===== config.mk =====
export PLATFORM = sky130hd
export DESIGN_NAME = sbus_sram_bridge_flat
export DESIGN_NICKNAME = d
export VERILOG_FILES = /design/src/rtl/sbus_if.sv /design/src/rtl/sbus_sram_bridge.sv /design/src/flat_wrapper.sv
export SDC_FILE = /design/constraint.sdc
export NUM_CORES = 1
export LEC_CHECK = 0
export ABC_AREA = 1
export BUFFER_PORTS_ARGS = -buffer_cell sky130_fd_sc_hd__buf_2
export CAP_MARGIN = 0
export CORE_MARGIN = 1.5
export CORE_UTILIZATION = 31
export CTS_BUF_LIST = sky130_fd_sc_hd__clkbuf_8
export DETAILED_ROUTE_END_ITERATION = 16
export PLACE_DENSITY = 0.7
export SLEW_MARGIN = 25
export SYNTH_ARGS = -nofsm -noshare
export SYNTH_HDL_FRONTEND = slang
export SYNTH_SLANG_ARGS = --single-unit

===== constraint.sdc =====
create_clock -name clk -period 2.5 [get_ports clk]
set_input_delay 0.25 -clock clk [delete_from_list [all_inputs] [get_ports clk]]
set_output_delay 0.25 -clock clk [all_outputs]
set_load 0.03 [all_outputs]

===== src/rtl/sbus_if.sv =====
// sbus_if: datapath-side bus between a datapath master port (ibus/dbus) and its
// slave adapter.
//
// Valid/ready semantics on this bus: the master raises `en` with `we`, `size`,
// `addr` and `data_w`, and holds all of them stable while `stall` is high. The
// request is complete in the first cycle in which `en` is high and `stall` is
// low. A read's data is then on `data_r`, and it stays there until the next
// read completes.
//
// Signals:
//   en      master->slave  access request (level held)
//   we      master->slave  1 = write, 0 = read
//   size    master->slave  00 byte, 01 half, 10 word
//   addr    master->slave  byte address
//   data_w  master->slave  write data, lanes already placed
//   data_r  slave->master  registered read data
//   stall   slave->master  hold the current request
interface sbus_if;
    logic        en;
    logic        we;
    logic [1:0]  size;
    logic [31:0] addr;
    logic [31:0] data_w;
    logic [31:0] data_r;
    logic        stall;

    modport master (
        output en, we, size, addr, data_w,
        input  data_r, stall
    );

    modport slave (
        input  en, we, size, addr, data_w,
        output data_r, stall
    );
endinterface


===== src/rtl/sbus_sram_bridge.sv =====
// sbus_sram_bridge: turns a level-held sbus request with `stall` back-pressure
// into a split-transaction SRAM-like request (req/addr_ok/data_ok).
//
// The bridge keeps at most one transaction outstanding. It registers read data
// for the master. It suppresses misaligned accesses, which the datapath raises
// as AdEL/AdES itself.
//
// SRAM side: `req` is qualified by `addr_ok`. While `req` is high and `addr_ok`
// is low, the request fields are held. `data_ok` completes the transaction
// with read data or a write ack, no earlier than the cycle after `addr_ok`.
//
// Ports:
//   clk        rising-edge clock
//   rst        asynchronous active-low reset
//   sbus       sbus_if.slave (en/we/size/addr/data_w in, data_r/stall out)
//   cancel     flush: drop the current request
//   req        SRAM request valid
//   wr         write request
//   size       copy of sbus.size
//   addr       request address
//   wstrb      byte-lane enables for writes, 4'b0000 on reads
//   wdata      sbus.data_w unchanged
//   addr_ok    request accepted this cycle
//   rdata      read data, valid with data_ok
//   data_ok    transaction complete
//   dbg_state  FSM state: 0 IDLE, 1 WAIT, 2 DONE, 3 DRAIN
//
// Optional feature macro: SBUS_BRIDGE_ADDR_MAP_EN. When it is defined,
// kseg0/kseg1 addresses (addr[31:30]==2'b10) are mapped to physical space by
// clearing the top three bits.
module sbus_sram_bridge #(
    parameter logic [31:0] RESET_DATA = 32'h0
) (
    input  logic        clk,
    input  logic        rst,
    sbus_if.slave       sbus,
    input  logic        cancel,
    output logic        req,
    output logic        wr,
    output logic [1:0]  size,
    output logic [31:0] addr,
    output logic [3:0]  wstrb,
    output logic [31:0] wdata,
    input  logic        addr_ok,
    input  logic [31:0] rdata,
    input  logic        data_ok,
    output logic [1:0]  dbg_state
);

    typedef enum logic [1:0] {
        ST_IDLE  = 2'd0,
        ST_WAIT  = 2'd1,
        ST_DONE  = 2'd2,
        ST_DRAIN = 2'd3
    } state_t;

    state_t      state;
    logic [31:0] data_r_q;
    logic        rd_pending;   // the accepted transaction is a read
    logic        mis;
    logic        go;
    logic [3:0]  strb;

    assign mis = ((sbus.size == 2'b01) && sbus.addr[0]) ||
                 ((sbus.size == 2'b10) && (sbus.addr[1:0] != 2'b00));
    assign go  = sbus.en && !mis && !cancel;

    always_comb begin
        strb = 4'b0000;
        case (sbus.size)
            2'b00:   strb = 4'b0001 << sbus.addr[1:0];
            2'b01:   strb = sbus.addr[1] ? 4'b1100 : 4'b0011;
            2'b10:   strb = 4'b1111;
            default: strb = 4'b0000;
        endcase
    end

    // The request fields are straight copies of the held sbus request. The
    // master keeps them stable while stalled, so they need no registering.
    assign wr    = sbus.we;
    assign size  = sbus.size;
    assign wdata = sbus.data_w;
    assign wstrb = (sbus.en && sbus.we) ? strb : 4'b0000;

`ifdef SBUS_BRIDGE_ADDR_MAP_EN
    assign addr = (sbus.addr[31:30] == 2'b10) ? {3'b000, sbus.addr[28:0]} : sbus.addr;
`else
    assign addr = sbus.addr;
`endif

    // req and stall come from the state combinationally. Gating them with rst
    // makes both drop in the same instant as an asynchronous reset, even while
    // the master still holds en.
    assign req = rst && (state == ST_IDLE) && go;

    always_comb begin
        sbus.stall = 1'b0;
        case (state)
            ST_IDLE:  sbus.stall = go;
            ST_WAIT:  sbus.stall = !cancel;
            ST_DONE:  sbus.stall = 1'b0;
            ST_DRAIN: sbus.stall = sbus.en && !cancel;
            default:  sbus.stall = 1'b0;
        endcase
        if (!rst) sbus.stall = 1'b0;
    end

    assign sbus.data_r = data_r_q;
    assign dbg_state   = state;

    always_ff @(posedge clk or negedge rst) begin
        if (!rst) begin
            state      <= ST_IDLE;
            data_r_q   <= RESET_DATA;
            rd_pending <= 1'b0;
        end else begin
            case (state)
                ST_IDLE: begin
                    if (req && addr_ok) begin
                        state      <= ST_WAIT;
                        rd_pending <= !sbus.we;
                    end
                end
                ST_WAIT: begin
                    if (data_ok) begin
                        if (cancel) begin
                            // The flush arrived with the data, so the data
                            // is dropped and the bridge goes straight back.
                            state <= ST_IDLE;
                        end else begin
                            state <= ST_DONE;
                            if (rd_pending) data_r_q <= rdata;
                        end
                    end else if (cancel) begin
                        state <= ST_DRAIN;
                    end
                end
                ST_DONE: begin
                    state <= ST_IDLE;
                end
                ST_DRAIN: begin
                    // The slave still owes one data_ok. It has to be absorbed
                    // before a new request may go out.
                    if (data_ok) state <= ST_IDLE;
                end
                default: state <= ST_IDLE;
            endcase
        end
    end

endmodule


===== src/flat_wrapper.sv =====
// flat-port wrapper written by rule: the top's interface ports become plain ports
module sbus_sram_bridge_flat 
#(
    parameter logic [31:0] RESET_DATA = 32'h0
)
  (clk, rst, cancel, req, wr, size, addr, wstrb, wdata, addr_ok, rdata, data_ok, dbg_state, sbus_en, sbus_we, sbus_size, sbus_addr, sbus_data_w, sbus_data_r, sbus_stall);
  sbus_if sbus_i ();
  input  logic clk;
  input  logic rst;
  input  logic cancel;
  output logic req;
  output logic wr;
  output logic [1:0] size;
  output logic [31:0] addr;
  output logic [3:0] wstrb;
  output logic [31:0] wdata;
  input  logic addr_ok;
  input  logic [31:0] rdata;
  input  logic data_ok;
  output logic [1:0] dbg_state;
  input wire logic [$bits(sbus_i.en)-1:0] sbus_en;
  input wire logic [$bits(sbus_i.we)-1:0] sbus_we;
  input wire logic [$bits(sbus_i.size)-1:0] sbus_size;
  input wire logic [$bits(sbus_i.addr)-1:0] sbus_addr;
  input wire logic [$bits(sbus_i.data_w)-1:0] sbus_data_w;
  output wire logic [$bits(sbus_i.data_r)-1:0] sbus_data_r;
  output wire logic [$bits(sbus_i.stall)-1:0] sbus_stall;
  assign sbus_i.en = sbus_en;
  assign sbus_i.we = sbus_we;
  assign sbus_i.size = sbus_size;
  assign sbus_i.addr = sbus_addr;
  assign sbus_i.data_w = sbus_data_w;
  assign sbus_data_r = sbus_i.data_r;
  assign sbus_stall = sbus_i.stall;
  sbus_sram_bridge #(.RESET_DATA(RESET_DATA)) u_core (.clk(clk), .rst(rst), .sbus(sbus_i), .cancel(cancel), .req(req), .wr(wr), .size(size), .addr(addr), .wstrb(wstrb), .wdata(wdata), .addr_ok(addr_ok), .rdata(rdata), .data_ok(data_ok), .dbg_state(dbg_state));
endmodule

==> results of run 1 <==
[registers in the layout, summed over array words and instances, names as in the netlist]
name / flops
u_core.dbg_state: 2
u_core.rd_pending: 1
u_core.sbus.data_r: 32
[layer usage]
metal	track usage (%)	vias to the layer above
met5	0	-
li1	-	747
met4	4.62	0
met3	2.84	14
met1	11.4	666
met2	15.1	81
[placed cells by master (no fill, tap or decap), types with 2 or more instances in the layout]
master                     instances
sky130_fd_sc_hd__a21oi_1           4
sky130_fd_sc_hd__buf_2            87
sky130_fd_sc_hd__inv_1            43
sky130_fd_sc_hd__nand2_1          43
sky130_fd_sc_hd__nand3_1           4
sky130_fd_sc_hd__a31oi_1           2
sky130_fd_sc_hd__o21ai_2          32
sky130_fd_sc_hd__clkbuf_8          5
sky130_fd_sc_hd__dfrtp_1          35
sky130_fd_sc_hd__o21ai_0           4
sky130_fd_sc_hd__buf_4             2
sky130_fd_sc_hd__nor2_1           10
[power by group]
part / internal, mW / switching (mW)
clock: 0.288 / 0.190
sequential: 0.655 / 0.0461
combinational: 0.159 / 0.334
[worst register-to-register path, stage by stage (launching register included)]
cell and delay, ns:
sky130_fd_sc_hd__dfrtp_1 0.40, sky130_fd_sc_hd__inv_1 0.10, sky130_fd_sc_hd__nand2_2 0.08, sky130_fd_sc_hd__nor2_4 0.11, sky130_fd_sc_hd__nand3_4 0.32, sky130_fd_sc_hd__buf_4 0.42, sky130_fd_sc_hd__nand2_1 0.14, sky130_fd_sc_hd__o21ai_2 0.06
[worst max path at each step]
stage,cells after the start,start,to
after floorplan,5,u_core.dbg_state[0],sbus_stall
after global placement,7,u_core.dbg_state[1],u_core.sbus.data_r[21]
after detailed placement,7,u_core.dbg_state[1],u_core.sbus.data_r[21]
after CTS,7,rst,sbus_stall
after global routing,7,rst,sbus_stall
final,7,rst,sbus_stall
[through the flow]
| step | total power [mW] | instances |
|---|---|---|
| 2_1_floorplan | 1.23 | 254 |
| 3_3_place_gp | 1.20 | 366 |
| 3_5_place_dp | 1.21 | 366 |
| 4_1_cts | 1.71 | 374 |
| 5_1_grt | 1.77 | 374 |
| 6_report | 1.67 | 374 |
[area by class of cell]
| cell class | instances | share of cell area [%] |
|---|---|---|
| sequential | 35 | 37.8 |
| inverter | 42 | 6.80 |
| tap | 96 | 5.18 |
| multi-input combinational | 104 | 25.9 |
| clock inverter | 2 | 1.46 |
| clock buffer | 5 | 2.97 |
| timing repair buffer | 90 | 19.9 |
[logic make-up (layout without fill, tap and decap cells)]
logic type	after synthesis	in the layout	share of synthesized area, %
AOI/OAI and AO/OA	43	43	15.4
buffers and inverters	115	139	33.0
DFF	35	35	39.7
and+or+nand+nor	61	61	11.8
==> metrics.log, run 1 <==
[metrics] hold_sp: sbus_we
[metrics] unique cell type count in the Yosys netlist: 16
[metrics] synthesis-stage register bit count: 35
[metrics] starting density of the core: 32.3%
[metrics] setup bufs post-CTS: 0
[metrics] f_max: 0.542 GHz
[metrics] Post-DP Area: 2200 sq um
[metrics] Synth area leader: sky130_fd_sc_hd__dfrtp_1
[metrics] Syn Inst Count: 254
[metrics] synthesized area per cell: 8.68 sq um
[metrics] TritonCTS Sinks: 35
[metrics] count of buffers from port buffering: 87
[metrics] routed length on met3: 290 microns
[metrics] number of I/O pins: 212
[metrics] r2r worst-path depth: 7
[metrics] final cycle utilization of the critical path: 73.8%
[metrics] register area: 876 sq um
[metrics] reg2reg end: u_core.sbus.data_r[21]
[metrics] root buffer cell: sky130_fd_sc_hd__clkbuf_8
[metrics] count of cells resized by post-cts repair: 0
[metrics] startpoint types: input port
[metrics] Final Hold Violating Endpoints: 0
[metrics] sum of overflow across all layers after global routing: 0
[metrics] remaining routing DRC violations: 0
[metrics] Final setup violation count: 0
[metrics] leading post-synthesis cells by instance count: sky130_fd_sc_hd__buf_4 (67), sky130_fd_sc_hd__nand2_1 (43), sky130_fd_sc_hd__inv_1 (42), sky130_fd_sc_hd__dfrtp_1 (35), sky130_fd_sc_hd__o21ai_2 (32)
[metrics] iteration count of the initial detailed-routing pass: 4
[metrics] chip height: 87.3 microns
[metrics] floorplan die width: 87.3 microns
[metrics] count of routing violations after the opening detailed-route iteration: 39
[metrics] delay contributed by the slowest stage of the critical path: 0.54 ns
[metrics] Worst Setup Slack post-DPL: 0.732 ns
[metrics] required time reported for the critical path endpoint: 2.25 ns
[metrics] cell row count: 30
[metrics] register area share after synthesis: 39.7%
[metrics] capture endpoint of the worst hold path: u_core.rd_pending
[metrics] most instantiated library cell after synthesis: sky130_fd_sc_hd__buf_4
[metrics] post-layout util: 33.9%
[metrics] launch point of the worst reg-to-reg path: u_core.dbg_state[1]
[metrics] status: finished, final reports clean
[metrics] met1 wire length: 1660 microns
[metrics] design area: 2320 sq um
[metrics] area of the multi-input gates: 601 sq um
[metrics] syn nets: 359
[metrics] total die area: 7630 sq um
[metrics] internal reg-to-reg setup slack: 0.75 ns
[metrics] combined area of all synthesized cells: 2200 sq um
[metrics] number of flops mapped to enable cells by yosys: 0
[metrics] clock tree from TritonCTS: yes
[metrics] cell type with the highest occurrence count on the critical path: sky130_fd_sc_hd__nand2_1
[metrics] total length of routed wires: 3780 microns
[metrics] via count of the first global-routing pass: 1,309
[metrics] setup repair after global routing missed its margin: no
[metrics] filler instances: 742
[metrics] arrival time at the worst endpoint: 1.60 ns
[metrics] placeable core area: 6830 sq um
[metrics] area fraction of the dominant cell type after synthesis: 39.7%
[metrics] final hold slack: 0.198 ns
[metrics] Slowest cell on crit path: sky130_fd_sc_hd__dlygate4sd3_1
[metrics] # nets final: 383
[metrics] buffer levels on the longest clock path: 2
[metrics] clock slew at reported path FFs: 0.07 ns
[metrics] detailed-route via count: 1,508
[metrics] headroom to the max-slew limit: 72.1%
[metrics] cell breakdown of the critical path: dlygate4sd3_1, buf_2, nand2_1, nor2_1, nand2_1, nand2_1, buf_2
[metrics] count of buffering cells on the critical path with inverters included: 3
[metrics] highest routing layer actually used: met4
[metrics] hold buffer count at CTS: 1
[metrics] DP Wirelength: 2940 microns
[metrics] VDD IR-drop max: 0.193 mV
[metrics] clk_lat worst skew: 0.28 ns
[metrics] placer's final routability congestion estimate: 0.669
[metrics] ratio of cells with drive above 1 in the final layout: 47.1%
[metrics] top area cells in the synthesized netlist: sky130_fd_sc_hd__dfrtp_1 (40%), sky130_fd_sc_hd__buf_4 (23%), sky130_fd_sc_hd__o21ai_2 (13%), sky130_fd_sc_hd__nand2_1 (7.3%), sky130_fd_sc_hd__inv_1 (7.2%)
[metrics] slew at the pin closest to its max-slew limit: 0.418 ns
[metrics] family with the most delay on the worst path: buffers and inverters
[metrics] hold path cells: 2
[metrics] share of flip-flops with an asynchronous set or reset: 100%
[metrics] pwr dens: 722 nW/um^2
[metrics] static leakage: 1.39 nW
[metrics] Final Max Tran Viols: 0
[metrics] number of warnings printed during yosys synthesis: 0
[metrics] initial antenna violation count: 0
[metrics] Antenna Diode Count: 0
[metrics] wire length of the first global-routing pass: 5800 microns
[metrics] final critical path time including I/O delays and setup: 1.85 ns
[metrics] crit path setup slack, layout: 0.654 ns
[metrics] total routing resource utilization after global routing: 9.39%
[metrics] detailed-routed wire length on met2: 1750 microns
[metrics] most frequently used flop master after synthesis: sky130_fd_sc_hd__dfrtp_1
[metrics] maximum number of pins on one net before global-route repair: 35
[metrics] routed length per placed instance: 10.1 microns
[metrics] H-tree levels: 2
[metrics] min-delay worst type: input port to flip-flop
[metrics] Worst Clk Skew: 0.00208 ns
[metrics] number of nets with antenna violations after detailed routing: 0
[metrics] Worst setup EP type: primary output
[metrics] Max Fanout on Critical Path: 10
[metrics] post-DR vias/cell: 4.03
[metrics] number of buffers inserted during clock tree synthesis: 5
[metrics] critical path type: input port to primary output
[metrics] Total Negative Setup Slacks: 0 ns
[metrics] layout overhead on the synthesized area: 5.11%
[metrics] Max-cap violations: 0
Power figures use the tool's default switching activity.
==> run 2, diff against run 1 <==
PLACE_DENSITY = 0.73   (was 0.7)
clock period = 1.65 ns   (was 2.5 ns; I/O delays follow)
==> run 2 against run 1 <==
  * Worst hold slack lost 0.081 ns
  * Final area rose by 0.49%
  * Critical path type unchanged
  * Critical endpoint unchanged
  * Non-clock buffer count increased by 1
  * Clock skew rose by 0.0046 ns
  * First-iteration DRC count grew 10%
  * Clock-buffer cell count rose by 2
  * Combinational power rose by 53%
  * Flip-flop and latch count did not move
  * Worst setup slack got worse by 0.56 ns
  * Die area did not move
==> metrics.log, run 2 (synthesis gave the netlist of run 1 again) <==
[metrics] status: finished, final reports clean
[metrics] critical path type: input port to primary output
[metrics] cell breakdown of the critical path: dlygate4sd3_1, clkbuf_4, nand2_1, nor2_1, nand2_1, nand2_1, buf_2
[metrics] root buffer cell: sky130_fd_sc_hd__clkbuf_8
[metrics] post-layout util: 34.1% (+0.16 points)
[metrics] floorplan die width: 87.3 microns (unchanged)
[metrics] slew at the pin closest to its max-slew limit: 0.419 ns (+0.000609 ns)
[metrics] setup repair after global routing missed its margin: no
[metrics] Max-cap violations: 0 (unchanged)
[metrics] filler instances: 756 (+1.9%)
[metrics] Final Max Tran Viols: 0 (unchanged)
[metrics] iteration count of the initial detailed-routing pass: 4 (unchanged)
[metrics] hold_sp: sbus_we
[metrics] internal reg-to-reg setup slack: 0.30 ns (-0.45 ns)
[metrics] Worst Setup Slack post-DPL: 0.291 ns (-0.441 ns)
[metrics] total routing resource utilization after global routing: 9.95% (+0.56 points)
[metrics] crit path setup slack, layout: 0.0924 ns (-0.562 ns)
[metrics] initial antenna violation count: 0 (unchanged)
[metrics] f_max: 0.642 GHz
[metrics] required time reported for the critical path endpoint: 1.48 ns (-0.77 ns)
[metrics] starting density of the core: 32.3% (unchanged)
[metrics] arrival time at the worst endpoint: 1.39 ns (-0.21 ns)
[metrics] detailed-route via count: 1,535 (+1.8%)
[metrics] number of buffers inserted during clock tree synthesis: 5 (unchanged)
[metrics] ratio of cells with drive above 1 in the final layout: 47.9% (+0.73 points)
[metrics] remaining routing DRC violations: 0 (unchanged)
[metrics] chip height: 87.3 microns (unchanged)
[metrics] count of routing violations after the opening detailed-route iteration: 43 (+10%)
[metrics] via count of the first global-routing pass: 1,385 (+5.8%)
[metrics] capture endpoint of the worst hold path: u_core.rd_pending
[metrics] most common cell after layout, fill and taps aside: sky130_fd_sc_hd__buf_2
[metrics] sum of overflow across all layers after global routing: 0 (unchanged)
[metrics] maximum number of pins on one net before global-route repair: 35 (unchanged)
[metrics] number of I/O pins: 212 (unchanged)
[metrics] buffer levels on the longest clock path: 2 (unchanged)
[metrics] delay contributed by the slowest stage of the critical path: 0.52 ns (-0.02 ns)
[metrics] static leakage: 1.39 nW (about the same)
[metrics] top library cells by usage in the layout, fill and taps aside: sky130_fd_sc_hd__buf_2 (86), sky130_fd_sc_hd__nand2_1 (43), sky130_fd_sc_hd__inv_1 (42)
[metrics] routed length per placed instance: 10.4 microns (+2.9%)
[metrics] post-DR vias/cell: 4.08 (+1.2%)
[metrics] total die area: 7630 sq um (unchanged)
[metrics] wire length of the first global-routing pass: 6000 microns (+3.3%)
[metrics] cell row count: 30 (unchanged)
[metrics] clock tree from TritonCTS: yes
[metrics] Max Fanout on Critical Path: 6 (-4)
[metrics] register area: 876 sq um (unchanged)
[metrics] hold path cells: 2 (unchanged)
[metrics] r2r worst-path depth: 7 (unchanged)
[metrics] count of buffers from port buffering: 87 (unchanged)
[metrics] H-tree levels: 2 (unchanged)
[metrics] clk_lat worst skew: 0.28 ns (about the same)
[metrics] clock slew at reported path FFs: 0.07 ns (about the same)
[metrics] # nets final: 384 (+0.26%)
[metrics] total length of routed wires: 3910 microns (+3.4%)
[metrics] flip-flop count of the largest register after layout: 32 (unchanged)
[metrics] headroom to the max-slew limit: 72.1% (about the same)
[metrics] Antenna Diode Count: 0 (unchanged)
[metrics] reg2reg end: u_core.sbus.data_r[27]
[metrics] min-delay worst type: input port to flip-flop
[metrics] pwr dens: 1080 nW/um^2 (+49%)
[metrics] VDD IR-drop max: 0.291 mV (+51%)
[metrics] startpoint types: input port
[metrics] final hold slack: 0.117 ns (-0.0811 ns)
[metrics] Slowest cell on crit path: sky130_fd_sc_hd__dlygate4sd3_1
[metrics] placer's final routability congestion estimate: 0.780 (+17%)
[metrics] TritonCTS Sinks: 35 (unchanged)
[metrics] cell type with the highest occurrence count on the critical path: sky130_fd_sc_hd__nand2_1
[metrics] final cycle utilization of the critical path: 94.4%
[metrics] placeable core area: 6830 sq um (unchanged)
[metrics] DP Wirelength: 3040 microns (+3.3%)
[metrics] layout overhead on the synthesized area: 5.62%
[metrics] final critical path time including I/O delays and setup: 1.56 ns
[metrics] Final Hold Violating Endpoints: 0 (unchanged)
[metrics] area of the multi-input gates: 601 sq um (unchanged)
[metrics] Worst Clk Skew: 0.00671 ns (+0.00463 ns)
[metrics] launch point of the worst reg-to-reg path: u_core.dbg_state[1]
[metrics] Worst setup EP type: primary output
[metrics] Final setup violation count: 0 (unchanged)
[metrics] Total Negative Setup Slacks: 0 ns (unchanged)
[metrics] number of nets with antenna violations after detailed routing: 0 (unchanged)
run 2: changes by cell type in the layout (fill, tap and decap cells not counted), sizes merged:
cell / previous run / this run
clkinvlp: 0 / 1
bufinv: 1 / 0
clkbuf: 5 / 8
inv: 43 / 42
run 2: through the flow:
stage | power [mW] | instance area [sq um] | std cells
final | 2.51 | 2330 | 376
after global routing | 2.67 | 2330 | 376
after CTS | 2.56 | 2330 | 376
after detailed placement | 1.84 | 2210 | 367
after global placement | 1.82 | 2210 | 367
after floorplan | 1.87 | 2200 | 254
run 2: per-layer routing:
metal	wire length [microns]	vias to the layer above	share of wire [%]	global-route usage, %
met5	0	-	0	0
met4	112	0	2.9	5.92
met3	306	21	7.8	2.94
met2	1940	83	50	16.9
met1	1550	672	40	11.0
li1	-	759	-	-
run 2: what timing repair did:
item                       4_1_cts  5_1_grt
buffers inserted                 0        0
setup endpoints to repair        0        2
hold buffers                     1        0
resized for setup                0        1
hold endpoints to repair         3        0
run 2: where the power goes:
part,total [mW],internal (mW),switching [mW]
Clock,0.699,0.380,0.319
Sequential,1.06,0.991,0.0665
Combinational,0.752,0.242,0.510
run 2: layout make-up:
class / instances / share of cell area (%)
clock buffer: 7 / 4.14
clock inverter: 1 / 0.322
timing repair buffer: 91 / 20.2
sequential: 35 / 37.6
inverter: 42 / 6.77
multi-input combinational: 104 / 25.8
tap: 96 / 5.16
run 2: worst max path at each step:
stage,startpoint,end,slack [ns]
finish,rst,sbus_stall,0.09
global route,u_core.dbg_state[0],sbus_stall,0.002
CTS,rst,sbus_stall,0.06
floorplan,u_core.dbg_state[1],u_core.sbus.data_r[10],0.31
global placement,sbus_size[1],wstrb[0],0.31
detailed placement,sbus_size[1],wstrb[0],0.29
run 2: critical path, delay by kind of cell:
| kind | cells | cell delay (ns) |
|---|---|---|
| buf+inv | 3 | 0.89 |
| simple gates | 4 | 0.33 |
